## config.mk

```make
export PLATFORM = sky130hd
export DESIGN_NAME = adc_emulator
export DESIGN_NICKNAME = d
export VERILOG_FILES = /design/src/rtl/adc_emulator_pkg.sv /design/src/rtl/sync_edge.sv /design/src/rtl/adc_emulator.sv
export SDC_FILE = /design/constraint.sdc
export NUM_CORES = 1
export LEC_CHECK = 0
export ABC_AREA = 1
export CAP_MARGIN = 20
export CORE_UTILIZATION = 50
export DETAILED_ROUTE_END_ITERATION = 6
export PLACE_DENSITY_LB_ADDON = 0.15
export REMOVE_ABC_BUFFERS = 1
export SLEW_MARGIN = 5
export SYNTH_ARGS = -nofsm -noshare
export SYNTH_HDL_FRONTEND = slang
export SYNTH_SLANG_ARGS = --single-unit
```

## constraint.sdc

```tcl
create_clock -name aclk -period 6.95 [get_ports aclk]
set_input_delay 1.7375 -clock aclk [delete_from_list [all_inputs] [get_ports aclk]]
set_output_delay 1.7375 -clock aclk [all_outputs]
set_load 0.02 [all_outputs]
```

## src/rtl/adc_emulator_pkg.sv

```systemverilog
// Shared types and command constants for the quad-lane SAR ADC emulator and its adc_manager peer.
package adc_emulator_pkg;

  typedef enum logic [1:0] {
    One  = 2'b00,
    Two  = 2'b01,
    Four = 2'b10
  } lane_mode_t;

  typedef enum logic {
    Conversion = 1'b0,
    RegAccess  = 1'b1
  } dev_mode_t;

  localparam logic [14:0] REG_MODE_ADDR    = 15'h0020;
  localparam logic [14:0] REG_EXIT_ADDR    = 15'h0014;
  localparam logic [2:0]  REG_ENTER_PREFIX = 3'b101;

  // Map a raw lane field to a mode the instantiated lane count can carry; 2'b11 reads as One.
  function automatic lane_mode_t clamp_lane(input logic [1:0] md, input int num_sdo);
    lane_mode_t m;
    case (md)
      2'b01:   m = Two;
      2'b10:   m = Four;
      default: m = One;
    endcase
    if (m == Four && num_sdo < 4) begin
      if (num_sdo >= 2) m = Two;
      else              m = One;
    end
    if (m == Two && num_sdo < 2) m = One;
    return m;
  endfunction

endpackage

```

## src/rtl/sync_edge.sv

```systemverilog
// 2-FF synchroniser plus one registered stage giving single-cycle rise/fall pulses.
// Level out is 2 cycles after the input edge; pulses follow in the same cycle as the level change.
module sync_edge #(
  parameter logic RST_VAL = 1'b0
) (
  input  logic clk_i,
  input  logic rst_ni,
  input  logic d_i,
  output logic lvl_o,
  output logic rise_o,
  output logic fall_o
);

  logic [2:0] sr_q;
  logic [2:0] sr_d;

  assign sr_d = {sr_q[1:0], d_i};

  always_ff @(posedge clk_i or negedge rst_ni) begin
    if (!rst_ni) sr_q <= {3{RST_VAL}};
    else         sr_q <= sr_d;
  end

  assign lvl_o  = sr_q[1];
  assign rise_o = sr_q[1] & ~sr_q[2];
  assign fall_o = ~sr_q[1] & sr_q[2];

endmodule

```

## src/rtl/adc_emulator.sv

```systemverilog
// SPI responder emulating the quad-lane SAR ADC: cnv/busy conversion, lane-configurable readout, register commands.
// All SPI/cnv inputs oversampled in aclk; s_axis_tready pulses once per conversion only when a sample is offered.
module adc_emulator
  import adc_emulator_pkg::*;
#(
  parameter int          DATA_WIDTH   = 32,
  parameter int          NUM_SDO      = 4,
  parameter int          CNV_CYCLES   = 14,
  parameter logic [31:0] TEST_PATTERN = 32'h8BADF00D
) (
  input  logic                  aclk,
  input  logic                  aresetn,
  input  logic                  cnv,
  output logic                  busy,
  input  logic                  spi_clk,
  input  logic                  spi_csn,
  input  logic                  spi_resetn,
  input  logic                  spi_sdi,
  output logic [NUM_SDO-1:0]    spi_sdo,
  input  logic [DATA_WIDTH-1:0] s_axis_tdata,
  input  logic                  s_axis_tvalid,
  output logic                  s_axis_tready,
  output logic [31:0]           status
);

  localparam int CW = $clog2(CNV_CYCLES + 1);
  localparam int BW = $clog2(DATA_WIDTH + 5);

  logic cnv_lvl, cnv_rise, cnv_fall;
  logic sck_lvl, sck_rise, sck_fall;
  logic csn_lvl, csn_rise, csn_fall;
  logic rstn_lvl, rstn_rise, rstn_fall;
  logic sdi_lvl, sdi_rise, sdi_fall;

  sync_edge #(.RST_VAL(1'b0)) u_sync_cnv (.clk_i(aclk), .rst_ni(aresetn), .d_i(cnv),
    .lvl_o(cnv_lvl), .rise_o(cnv_rise), .fall_o(cnv_fall));
  sync_edge #(.RST_VAL(1'b0)) u_sync_sck (.clk_i(aclk), .rst_ni(aresetn), .d_i(spi_clk),
    .lvl_o(sck_lvl), .rise_o(sck_rise), .fall_o(sck_fall));
  sync_edge #(.RST_VAL(1'b1)) u_sync_csn (.clk_i(aclk), .rst_ni(aresetn), .d_i(spi_csn),
    .lvl_o(csn_lvl), .rise_o(csn_rise), .fall_o(csn_fall));
  sync_edge #(.RST_VAL(1'b1)) u_sync_rst (.clk_i(aclk), .rst_ni(aresetn), .d_i(spi_resetn),
    .lvl_o(rstn_lvl), .rise_o(rstn_rise), .fall_o(rstn_fall));
  sync_edge #(.RST_VAL(1'b0)) u_sync_sdi (.clk_i(aclk), .rst_ni(aresetn), .d_i(spi_sdi),
    .lvl_o(sdi_lvl), .rise_o(sdi_rise), .fall_o(sdi_fall));

  logic unused_sync;
  assign unused_sync = ^{cnv_lvl, cnv_fall, sck_lvl, sck_fall, rstn_rise, rstn_fall, sdi_rise, sdi_fall};

  logic                  busy_q, busy_d;
  logic [CW-1:0]         cnt_q, cnt_d;
  logic                  taken_q, taken_d;
  logic [DATA_WIDTH-1:0] hold_q, hold_d;
  logic [15:0]           overrun_q, overrun_d;
  logic                  rdy_q, rdy_d;
  dev_mode_t             mode_q, mode_d;
  lane_mode_t            lane_q, lane_d;
  logic [DATA_WIDTH-1:0] shift_q, shift_d;
  logic                  reading_q, reading_d;
  logic [BW-1:0]         bits_q, bits_d;
  logic [23:0]           cmd_q, cmd_d;
  logic                  tready;
  logic                  conv_done;
  logic [2:0]            lanes_n;
  logic [3:0]            sdo_all;

  assign lanes_n = (lane_q == Four) ? 3'd4 : ((lane_q == Two) ? 3'd2 : 3'd1);

  always_comb begin
    busy_d    = busy_q;
    cnt_d     = cnt_q;
    taken_d   = taken_q;
    hold_d    = hold_q;
    overrun_d = overrun_q;
    rdy_d     = rdy_q;
    mode_d    = mode_q;
    lane_d    = lane_q;
    shift_d   = shift_q;
    reading_d = reading_q;
    bits_d    = bits_q;
    cmd_d     = cmd_q;
    tready    = 1'b0;
    conv_done = 1'b0;

    // The sample is captured once, in the first busy cycle, so a read started alongside cnv sees the old value.
    if (busy_q) begin
      if (!taken_q) begin
        taken_d = 1'b1;
        if (s_axis_tvalid) begin
          tready = 1'b1;
          hold_d = s_axis_tdata;
        end else begin
          hold_d = DATA_WIDTH'(TEST_PATTERN);
        end
      end
      cnt_d = cnt_q - CW'(1);
      if (cnt_q == CW'(1)) begin
        busy_d    = 1'b0;
        conv_done = 1'b1;
      end
    end

    if (cnv_rise) begin
      if (busy_q) begin
        if (overrun_q != 16'hFFFF) overrun_d = overrun_q + 16'd1;
      end else begin
        busy_d  = 1'b1;
        cnt_d   = CW'(CNV_CYCLES);
        taken_d = 1'b0;
      end
    end

    if (csn_fall) begin
      cmd_d = '0;
      if (mode_q == Conversion && rdy_q) begin
        shift_d   = hold_q;
        reading_d = 1'b1;
        bits_d    = BW'(lanes_n);
      end else begin
        shift_d   = '0;
        reading_d = 1'b0;
      end
    end else if (csn_rise) begin
      if (reading_q) rdy_d = 1'b0;
      reading_d = 1'b0;
      shift_d   = '0;
      if (cmd_q[23:21] == REG_ENTER_PREFIX) begin
        mode_d = RegAccess;
      end else if (mode_q == RegAccess && cmd_q[23:8] == {1'b0, REG_MODE_ADDR}) begin
        lane_d = clamp_lane(cmd_q[7:6], NUM_SDO);
      end else if (mode_q == RegAccess && cmd_q[23:8] == {1'b0, REG_EXIT_ADDR} && cmd_q[0]) begin
        mode_d = Conversion;
      end
    end else if (sck_rise && !csn_lvl) begin
      cmd_d   = {cmd_q[22:0], sdi_lvl};
      shift_d = shift_q << lanes_n;
      if (reading_q) begin
        bits_d = bits_q + BW'(lanes_n);
        if (bits_d >= BW'(DATA_WIDTH)) begin
          reading_d = 1'b0;
          rdy_d     = 1'b0;
        end
      end
    end

    if (conv_done) rdy_d = 1'b1;

    // Master-driven device reset: everything but the overrun history returns to power-on state.
    if (!rstn_lvl) begin
      busy_d    = 1'b0;
      cnt_d     = '0;
      taken_d   = 1'b0;
      hold_d    = '0;
      overrun_d = overrun_q;
      rdy_d     = 1'b0;
      mode_d    = Conversion;
      lane_d    = One;
      shift_d   = '0;
      reading_d = 1'b0;
      bits_d    = '0;
      cmd_d     = '0;
      tready    = 1'b0;
    end
  end

  always_ff @(posedge aclk or negedge aresetn) begin
    if (!aresetn) begin
      busy_q    <= 1'b0;
      cnt_q     <= '0;
      taken_q   <= 1'b0;
      hold_q    <= '0;
      overrun_q <= '0;
      rdy_q     <= 1'b0;
      mode_q    <= Conversion;
      lane_q    <= One;
      shift_q   <= '0;
      reading_q <= 1'b0;
      bits_q    <= '0;
      cmd_q     <= '0;
    end else begin
      busy_q    <= busy_d;
      cnt_q     <= cnt_d;
      taken_q   <= taken_d;
      hold_q    <= hold_d;
      overrun_q <= overrun_d;
      rdy_q     <= rdy_d;
      mode_q    <= mode_d;
      lane_q    <= lane_d;
      shift_q   <= shift_d;
      reading_q <= reading_d;
      bits_q    <= bits_d;
      cmd_q     <= cmd_d;
    end
  end

  always_comb begin
    sdo_all = '0;
    if (mode_q == Conversion) begin
      case (lane_q)
        One:     sdo_all[0]   = shift_q[DATA_WIDTH-1];
        Two:     sdo_all[1:0] = shift_q[DATA_WIDTH-1 -: 2];
        Four:    sdo_all      = shift_q[DATA_WIDTH-1 -: 4];
        default: sdo_all      = '0;
      endcase
    end
  end

  assign spi_sdo       = sdo_all[NUM_SDO-1:0];
  assign busy          = busy_q;
  assign s_axis_tready = tready;
  assign status        = {overrun_q, 11'b0, lane_q, (mode_q == RegAccess), rdy_q, busy_q};

endmodule

```

# Word-level counts from Yosys, hierarchy flattened
# Cells that the tools add are included.
dict set report totals {
  ff_bits 134
  ram_bits 0
  in_bits 40
  word_cells 142
  out_inout_bits 38
  latch_bits 0
  romBits 0
  n_memories 0
}
dict set report classes {
  n_reduce_logical 14
  eq_ne 26
  n_shift 1
  n_mux 71
  order_cmp 1
  add_sub_neg 3
  bitwise 9
  multipliers 0
  n_div 0
}
# op count
set ops {}
lappend ops {{$mux 32} 9}
lappend ops {{$mux 24} 4}
lappend ops {{$mux 1} 36}
lappend ops {{$mux 6} 6}
lappend ops {{$shl 32x3->32} 1}
lappend ops {{$ne 3x3->1 const B} 8}
lappend ops {{$mux 4} 5}
lappend ops {{$reduce_and 4->1} 5}
lappend ops {{$add 16x1->16 const B} 1}
lappend ops {{$eq 16x5->1 const B} 1}
lappend ops {{$eq 16x6->1 const B} 1}
lappend ops {{$ne 16x16->1 const B} 1}
lappend ops {{$mux 2} 7}
lappend ops {{$ne 2x2->1 const B} 6}
lappend ops {{$ne 4x4->1 const B} 3}
lappend ops {{$add 6x3->6} 1}
lappend ops {{$ge 6x6->1 const B} 1}
lappend ops {{$logic_and 1x1->1} 5}
lappend ops {{$not 1->1} 5}
lappend ops {{$and 1x1->1} 4}
lappend ops {{$eq 2x1->1 const B} 2}
lappend ops {{$eq 2x2->1 const B} 2}
lappend ops {{$eq 4x1->1 const B} 1}
lappend ops {{$pmux 2 s2} 1}
lappend ops {{8 further kinds} 9}

# Logic depth before layout (Yosys ltp)
dict set report logic_depth {
  depth_word 12
  depth_mapped 15
  depth_no_buf 15
}

# By module
# A second synthesis with hierarchy kept.
dict set report hier_totals {
  cells_unflattened 853
  area_unflattened_um2 7096.8
}
# mod area_per_inst_um2 cells_each n_inst seq_area_each_um2
set by_module_without_submodules {}
lappend by_module_without_submodules {adc_emulator 6638.9 818 1 3027.9}
lappend by_module_without_submodules {{sync_edge at u_sync_cnv ...} 90.1 7 3 75.1}
lappend by_module_without_submodules {{sync_edge at u_sync_csn ...} 93.8 7 2 78.8}

# Worst setup path before layout
# Ideal clock, no wire load.
dict set report synth_timing {
  path_kind {input-to-output}
  start {input port s_axis_tvalid}
  end {output port s_axis_tready}
  cell_stages 3
  n_path_buf 1
  required_time_ns 5.213
  arrival_time_ns 2.435
  path_slack_ns 2.777
  cell_sequence {inv_1 > nor3_2 > buf_2}
}
dict set report synth_between {
  elab_chain_len 4
}
# item line_no
set synth_rtl {}
lappend synth_rtl {{start: declaration} adc_emulator.sv:21} ;# input logic s_axis_tvalid,
lappend synth_rtl {{$mux 1} adc_emulator.sv:88} ;# if (s_axis_tvalid) begin
lappend synth_rtl {{$mux 1} adc_emulator.sv:86} ;# if (!taken_q) begin
lappend synth_rtl {{$mux 1} adc_emulator.sv:85} ;# if (busy_q) begin
lappend synth_rtl {{$mux 1} adc_emulator.sv:148} ;# if (!rstn_lvl) begin
lappend synth_rtl {{end: declaration} adc_emulator.sv:22} ;# output logic s_axis_tready,
# No other way between the ends.

# Final worst setup path
dict set report layout_timing {
  start {register lane_q[0]}
  end {output port spi_sdo[1]}
}
dict set report layout_between {
  elab_chain_len 3
  elab_cells_between_ends 4
  classes_between {eq/ne: 2; mux: 2}
}
# item line_no
set layout_rtl {}
lappend layout_rtl {{start: declaration} adc_emulator.sv:56} ;# lane_mode_t lane_q, lane_d;
lappend layout_rtl {{start signal: assignment} adc_emulator.sv:174} ;# lane_q <= One;
lappend layout_rtl {{start signal: assignment} adc_emulator.sv:187} ;# lane_q <= lane_d;
lappend layout_rtl {{$eq 2x2->1 or $eq 2x1->1 (tied branches)} adc_emulator.sv:198} ;# case (lane_q)
lappend layout_rtl {{$pmux 1 s2 *} adc_emulator.sv:198}
lappend layout_rtl {{$mux 4 *} adc_emulator.sv:197} ;# if (mode_q == Conversion) begin
lappend layout_rtl {{end: declaration} adc_emulator.sv:19} ;# output logic [NUM_SDO-1:0] spi_sdo,
# Every way passes the cells marked *; elsewhere a longest branch is shown, timed or not.

==> impl_metrics.tcl <==
set metrics [dict create \
    status "finished, final reports clean" \
    clock_latency_ns 0.42 \
    required_ns 5.21 \
    synth-adder-area-share 0.0257 \
    synth.area.mux_share 0.0301 \
    crit_type "reg -> out" \
    rr_endpoint "shift_q[31]" \
    cts_hold_buffers 0 \
    cts.sinks 134 \
    ir_drop_v 0.000183 \
    synth-simple-area-share 0.208 \
    dp_hpwl_um 11500 \
    cts_resized 0 \
    gp_congestion 0.882 \
    core_um2 14100 \
    dieWidth_um 123 \
    n_fill_cell 1258 \
    placedCellCount 1149 \
    slew_headroom 0.334 \
    finalHoldViolCount 0 \
    dr_total_vias 6250 \
    async_reset_ff_frac 1.00 \
    final_layout_size_suffix_gt1_frac 0.0629 \
    syn-cell-area_um2 7310 \
    final_common_cell "nand2_1" \
    fmax_mhz 177 \
    via_per_inst 5.29 \
    syn_to_final_growth_pct 18.1 \
    cts_buffers 17 \
    port_buffers 66 \
    postRouteAntennaNets 0 \
    nets 1043 \
    track_usage 0.250 \
    final_area_um2 8630 \
    final_max_slew_viol_count 0 \
    wl_per_cell_um 14.7 \
    grt_max_degree 70 \
    postRouteWirelength_um 17300 \
    clock_skew_ns 0.0100 \
    end_kind "output pin" \
    io_pins 78 \
    synth_edf_count 0 \
    grt_overflow 0 \
    power.density_nw_per_um2 228 \
    r2r_start "lane_q[0]" \
    maxCapViolations 0 \
    grt_pass1_vias 5994 \
    ys_ff_latch 134 \
    final_core_utilization 0.612 \
    synth_top_family_by_area "simple AND/OR/NAND/NOR gates" \
    drc_errors 0 \
    die-area_um2 15100 \
    p_leak_nw 3.78 \
    tns_ns 0 \
    die_h_um 123 \
    synth_compound_area_frac 0.154 \
    finalCriticalPeriod_ns 5.66 \
    endpoint "spi_sdo[1]" \
    yosysUniqueCellTypes 42 \
    clockBufferDepth 2 \
    synth.avg_cell_area_um2 7.76 \
    comb_power_share 0.092 \
    final_cell_mix "nand2_1 (252), o21ai_0 (143), dfrtp_1 (129)" \
    drtIter0Drc 480 \
    cts_max_level 4 \
    ys_warn_count 0 \
    setup_viol 0 \
    path_max_fanout 27 \
    fp-row-count 43 \
    initial_core_util 0.519 \
    seqPwrFrac 0.424 \
    clk_pin_slew_ns 0.06 \
    cts_tree "done" \
    synth_ff_type "dfrtp_1" \
    cp-startpoint "lane_q[0]" \
    yosysSeqAreaShare 0.460 \
    sw_frac_of_total 0.238 \
    cts_setup_buffers 0 \
    rsz0062_at_grt "false" \
    antenna_found_initial 0 \
    clkPwrFrac 0.484 \
    n_antenna_cell 0 \
    max_slew.worst_pin.slew_ns 0.998 \
    fin_ws_ns 1.29 \
    min_period_over_period 0.815 \
    worst-r2r-cell-count 8 \
    synth-xor-area-share 0.0180 \
    p_sw_mw 0.468 \
    placed_area_um2 8010 \
    final_cells 1181 \
    syn_inst 942 \
    root_buffer "clkbuf_16" \
    grt_pass1_wl_um 29000 \
    pre_cts_ws_ns 1.75 \
    reg2reg_slack_ns 3.85 \
    cp_data_arrival_time_ns 3.93 \
    drtPass1Iterations 5 \
    cp-start-kind "flip-flop" \
    worstHoldPathType "reg -> reg" \
    p_int_mw 1.50 \
]
==> flip-flops by register name (all words and copies together) (netlist names) <==
| signal | flops |
|---|---|
| bits_q | 6 |
| busy | 1 |
| cmd_q | 24 |
| cnt_q | 4 |
| hold_q | 32 |
| lane_q | 2 |
| mode_q | 1 |
| overrun_q | 16 |
| rdy_q | 1 |
| reading_q | 1 |
| shift_q | 32 |
| taken_q | 1 |
| u_sync_cnv.sr_q | 3 |
| u_sync_csn.sr_q | 3 |
| u_sync_rst.sr_q | 2 |
| u_sync_sck.sr_q | 3 |
| u_sync_sdi.sr_q | 2 |
==> worst min-delay path by stage <==
stage / startpoint / end / slack, ns / cells after the start
after CTS: u_sync_cnv.sr_q[0] / u_sync_cnv.sr_q[1] / 0.35 / 0
after global placement: u_sync_cnv.sr_q[0] / u_sync_cnv.sr_q[1] / 0.33 / 0
after global routing: u_sync_cnv.sr_q[0] / u_sync_cnv.sr_q[1] / 0.35 / 0
after detailed placement: u_sync_cnv.sr_q[0] / u_sync_cnv.sr_q[1] / 0.34 / 0
final: u_sync_cnv.sr_q[0] / u_sync_cnv.sr_q[1] / 0.35 / 0
after floorplan: u_sync_cnv.sr_q[0] / u_sync_cnv.sr_q[1] / 0.33 / 0
==> cell type report <==
type / count / area [um2] / share of cell area
clock inverter: 8 / 149 / 0.0173
sequential: 134 / 3360 / 0.389
clock buffer: 24 / 472 / 0.0547
inverter: 123 / 462 / 0.0535
tap: 180 / 225 / 0.0261
multi-input combinational: 637 / 3230 / 0.375
timing repair buffer: 75 / 729 / 0.0845
==> metal layers <==
| metal | up-vias | track usage | wire length (um) | share of wire |
|---|---|---|---|---|
| met3 | 22 | 0.0535 | 920 | 0.053 |
| met5 | - | 0 | 0 | 0 |
| li1 | 3123 | - | - | - |
| met2 | 173 | 0.393 | 7900 | 0.46 |
| met1 | 2932 | 0.346 | 8290 | 0.48 |
| met4 | 0 | 0.0762 | 208 | 0.012 |
==> worst max-delay path, stage by stage (launching register included) <==
cell and delay (ns):
dfrtp_1 0.44, inv_1 0.13, ha_1 0.82, clkinv_1 0.93, o22ai_1 0.41, nand2_1 0.08, nor2_1 0.09, clkdlybuf4s50_1 0.61
==> power by group through the flow <==
| stage | Clock, mW | Sequential (mW) | Combinational, mW |
|---|---|---|---|
| finish | 0.950 | 0.833 | 0.181 |
| global route | 1.00 | 0.836 | 0.203 |
| CTS | 0.963 | 0.833 | 0.184 |
| detailed placement | 0 | 0.846 | 0.182 |
| global placement | 0 | 0.845 | 0.180 |
| floorplan | 0 | 0.851 | 0.0857 |
==> logic make-up (layout without fill, tap and decap cells) <==
kind of cell,after synthesis,after routing
adders and majority gates,15,15
muxes,22,22
and+or+nand+nor,366,366
buffers and inverters,181,230
AOI/OAI and AO/OA,208,208
DFF,134,134
other,1,11
xor gates and xnor gates,15,15
==> stage by stage <==
stage / hold WS, ns / total power [mW]
floorplan: 0.331 / 0.937
global placement: 0.335 / 1.02
detailed placement: 0.338 / 1.03
CTS: 0.350 / 1.98
global route: 0.354 / 2.04
finish: 0.348 / 1.96
==> cell usage after synthesis (6+ instances only) <==
cell type  number  area share
xnor2_1         6      0.0072
buf_2          11      0.0075
nand2_1       252        0.13
buf_4          15       0.015
a21oi_1         9      0.0062
inv_2           9      0.0046
ha_1           15       0.026
nor2_1         31       0.016
inv_1         113       0.058
nand3_1        56       0.038
nand4_1         8      0.0068
o22ai_1         8      0.0068
nor3_1         12      0.0082
mux2i_1        22       0.030
xor2_1          9       0.011
clkbuf_1       28       0.014
dfrtp_1       129        0.44
o21ai_1        29       0.020
o21ai_0       143       0.098
(Power assumes the default switching activity.)
==> RTL change (config.mk and constraints unchanged) <==
`DATA_WIDTH`: 32 -> 64.
--- a/src/rtl/adc_emulator.sv
+++ b/src/rtl/adc_emulator.sv
@@ -3,7 +3,7 @@
 module adc_emulator
   import adc_emulator_pkg::*;
 #(
-  parameter int          DATA_WIDTH   = 32,
+  parameter int          DATA_WIDTH   = 64,
   parameter int          NUM_SDO      = 4,
   parameter int          CNV_CYCLES   = 14,
   parameter logic [31:0] TEST_PATTERN = 32'h8BADF00D
Ports: changed (resized s_axis_tdata); port bits go from 78 to 110. The function was not compared with the original's and may differ.
==> RTL change against the unedited design <==
Power is 25% higher. Worst setup slack improved by 0.70 ns. Register-to-register slack got worse by 0.12 ns. Wire length increased by 47%. Largest power group is now sequential cells. Largest cell class unchanged. Sequential cell count grew 65. Sequential share of layout area rose by 0.80 points. Synthesized cell count is 46% higher. Final area grew 45%. Area after synthesis grew 50%.
==> RTL change: results (changes against the unedited design) <==
[final_layout]
regArea_um2=4990  ; +48%
multi_input_area_share_pct=38.8  ; +1.3 points
nNetsFinal=1510  ; +45%
n_all_buffers=107  ; +43%
drive_gt1_share_pct=5.29  ; -1.0 points
comb.multi_input.count=915  ; +44%
area_delta_synth_final_pct=14.5
reg_top3=hold_q (64), shift_q (64), cmd_q (24)
clk_share_pct=4.84  ; -2.4 points
fill_cells=1979  ; +57%

[grt]
grt_pass1_wl_mm=42.6  ; +47%

[power]
p_seq_share_pct=49.5  ; +7.1 points
power_w=0.00245  ; +25%
pwr-share-clk_pct=41.7  ; -6.7 points
p_per_area_nw_per_um2=196  ; -14%
p_sw_share_pct=26.0  ; +2.1 points

[critical_path]
startpoint=s_axis_tvalid
r2r_end=shift_q[47]
crit_arrival_ns=3.22  ; -0.71 ns
slowest_delay_ns=0.61  ; -0.32 ns
crit_path_top_delay_cell=clkdlybuf4s50_1
cp_max_fo=2  ; -93%
crit_end=s_axis_tready
r2r_start=u_sync_csn.sr_q[1]

[logic_synthesis]
postSynthCellCount=1377  ; +46%
ys_seq_area_share_pct=45.5  ; -0.47 points
ys_top_cells_by_count=362 x nand2_1, 194 x dfrtp_1, 173 x inv_1
ys_ff_latch=199  ; +49%
ys_top_cells_by_area=dfrtp_1 44%, nand2_1 12%, o21ai_0 7.8%, inv_1 5.9%, nand3_1 5.1%

[placed_design]
pre_cts_ws_ns=1.97  ; +0.219 ns
dp_hpwl_mm=16.9  ; +48%
finalWeightedCongestion=0.848  ; -3.8%
io_buffers=98  ; +48%
dpl_cell_area_um2=11900  ; +49%

[timing]
hold_ws_ns=0.358  ; +0.0106 ns
tightest_slew_ns=1.04  ; +0.0429 ns
fmax_mhz=202  ; +14%
finClkSkew_ns=0.0129  ; +0.00282 ns

[detailed_routing]
vias=9062  ; +45%
wl_met3_mm=1.10  ; +19%
drt-initial-drc-count=614  ; +28%
wl_met1_mm=12.4  ; +50%

[hold_path]
min_to=u_sync_rst.sr_q[1]
min_from=u_sync_rst.sr_q[0]

[run_status]
run_status=finished clean

[clocking]
clock_latency_ns=0.44  ; +0.02 ns

==> RTL change: cell count changes in the layout (fill, tap and decap cells not counted), moves of 27 or more <==
cell / delta
o21ai_0: +27
dfrtp_1: +65
mux2i_1: +30
inv_1: +60
nand3_1: +55
nand2_1: +110
o221ai_1: +42
clkdlybuf4s50_1: +32
o21ai_1: -28
==> RTL change: layer usage <==
layer  GRT usage [%]  up-vias
met4            5.91        0
met2            37.7      221
met3            3.81       26
met5               0        -
li1                -     4591
met1            34.0     4224
==> RTL change: cells by family (layout without fill, tap and decap cells) <==
| group | after synthesis | count (layout) | synth area share, % |
|---|---|---|---|
| DFF | 199 | 199 | 45.5 |
| xor gates and xnor gates | 16 | 16 | 1.28 |
| other | 1 | 11 | 0.0342 |
| AOI/OAI and AO/OA | 272 | 272 | 14.9 |
| buffers and inverters | 273 | 322 | 10.7 |
| and+or+nand+nor | 549 | 549 | 21.2 |
| muxes | 52 | 52 | 4.75 |
| adders and majority gates | 15 | 15 | 1.71 |
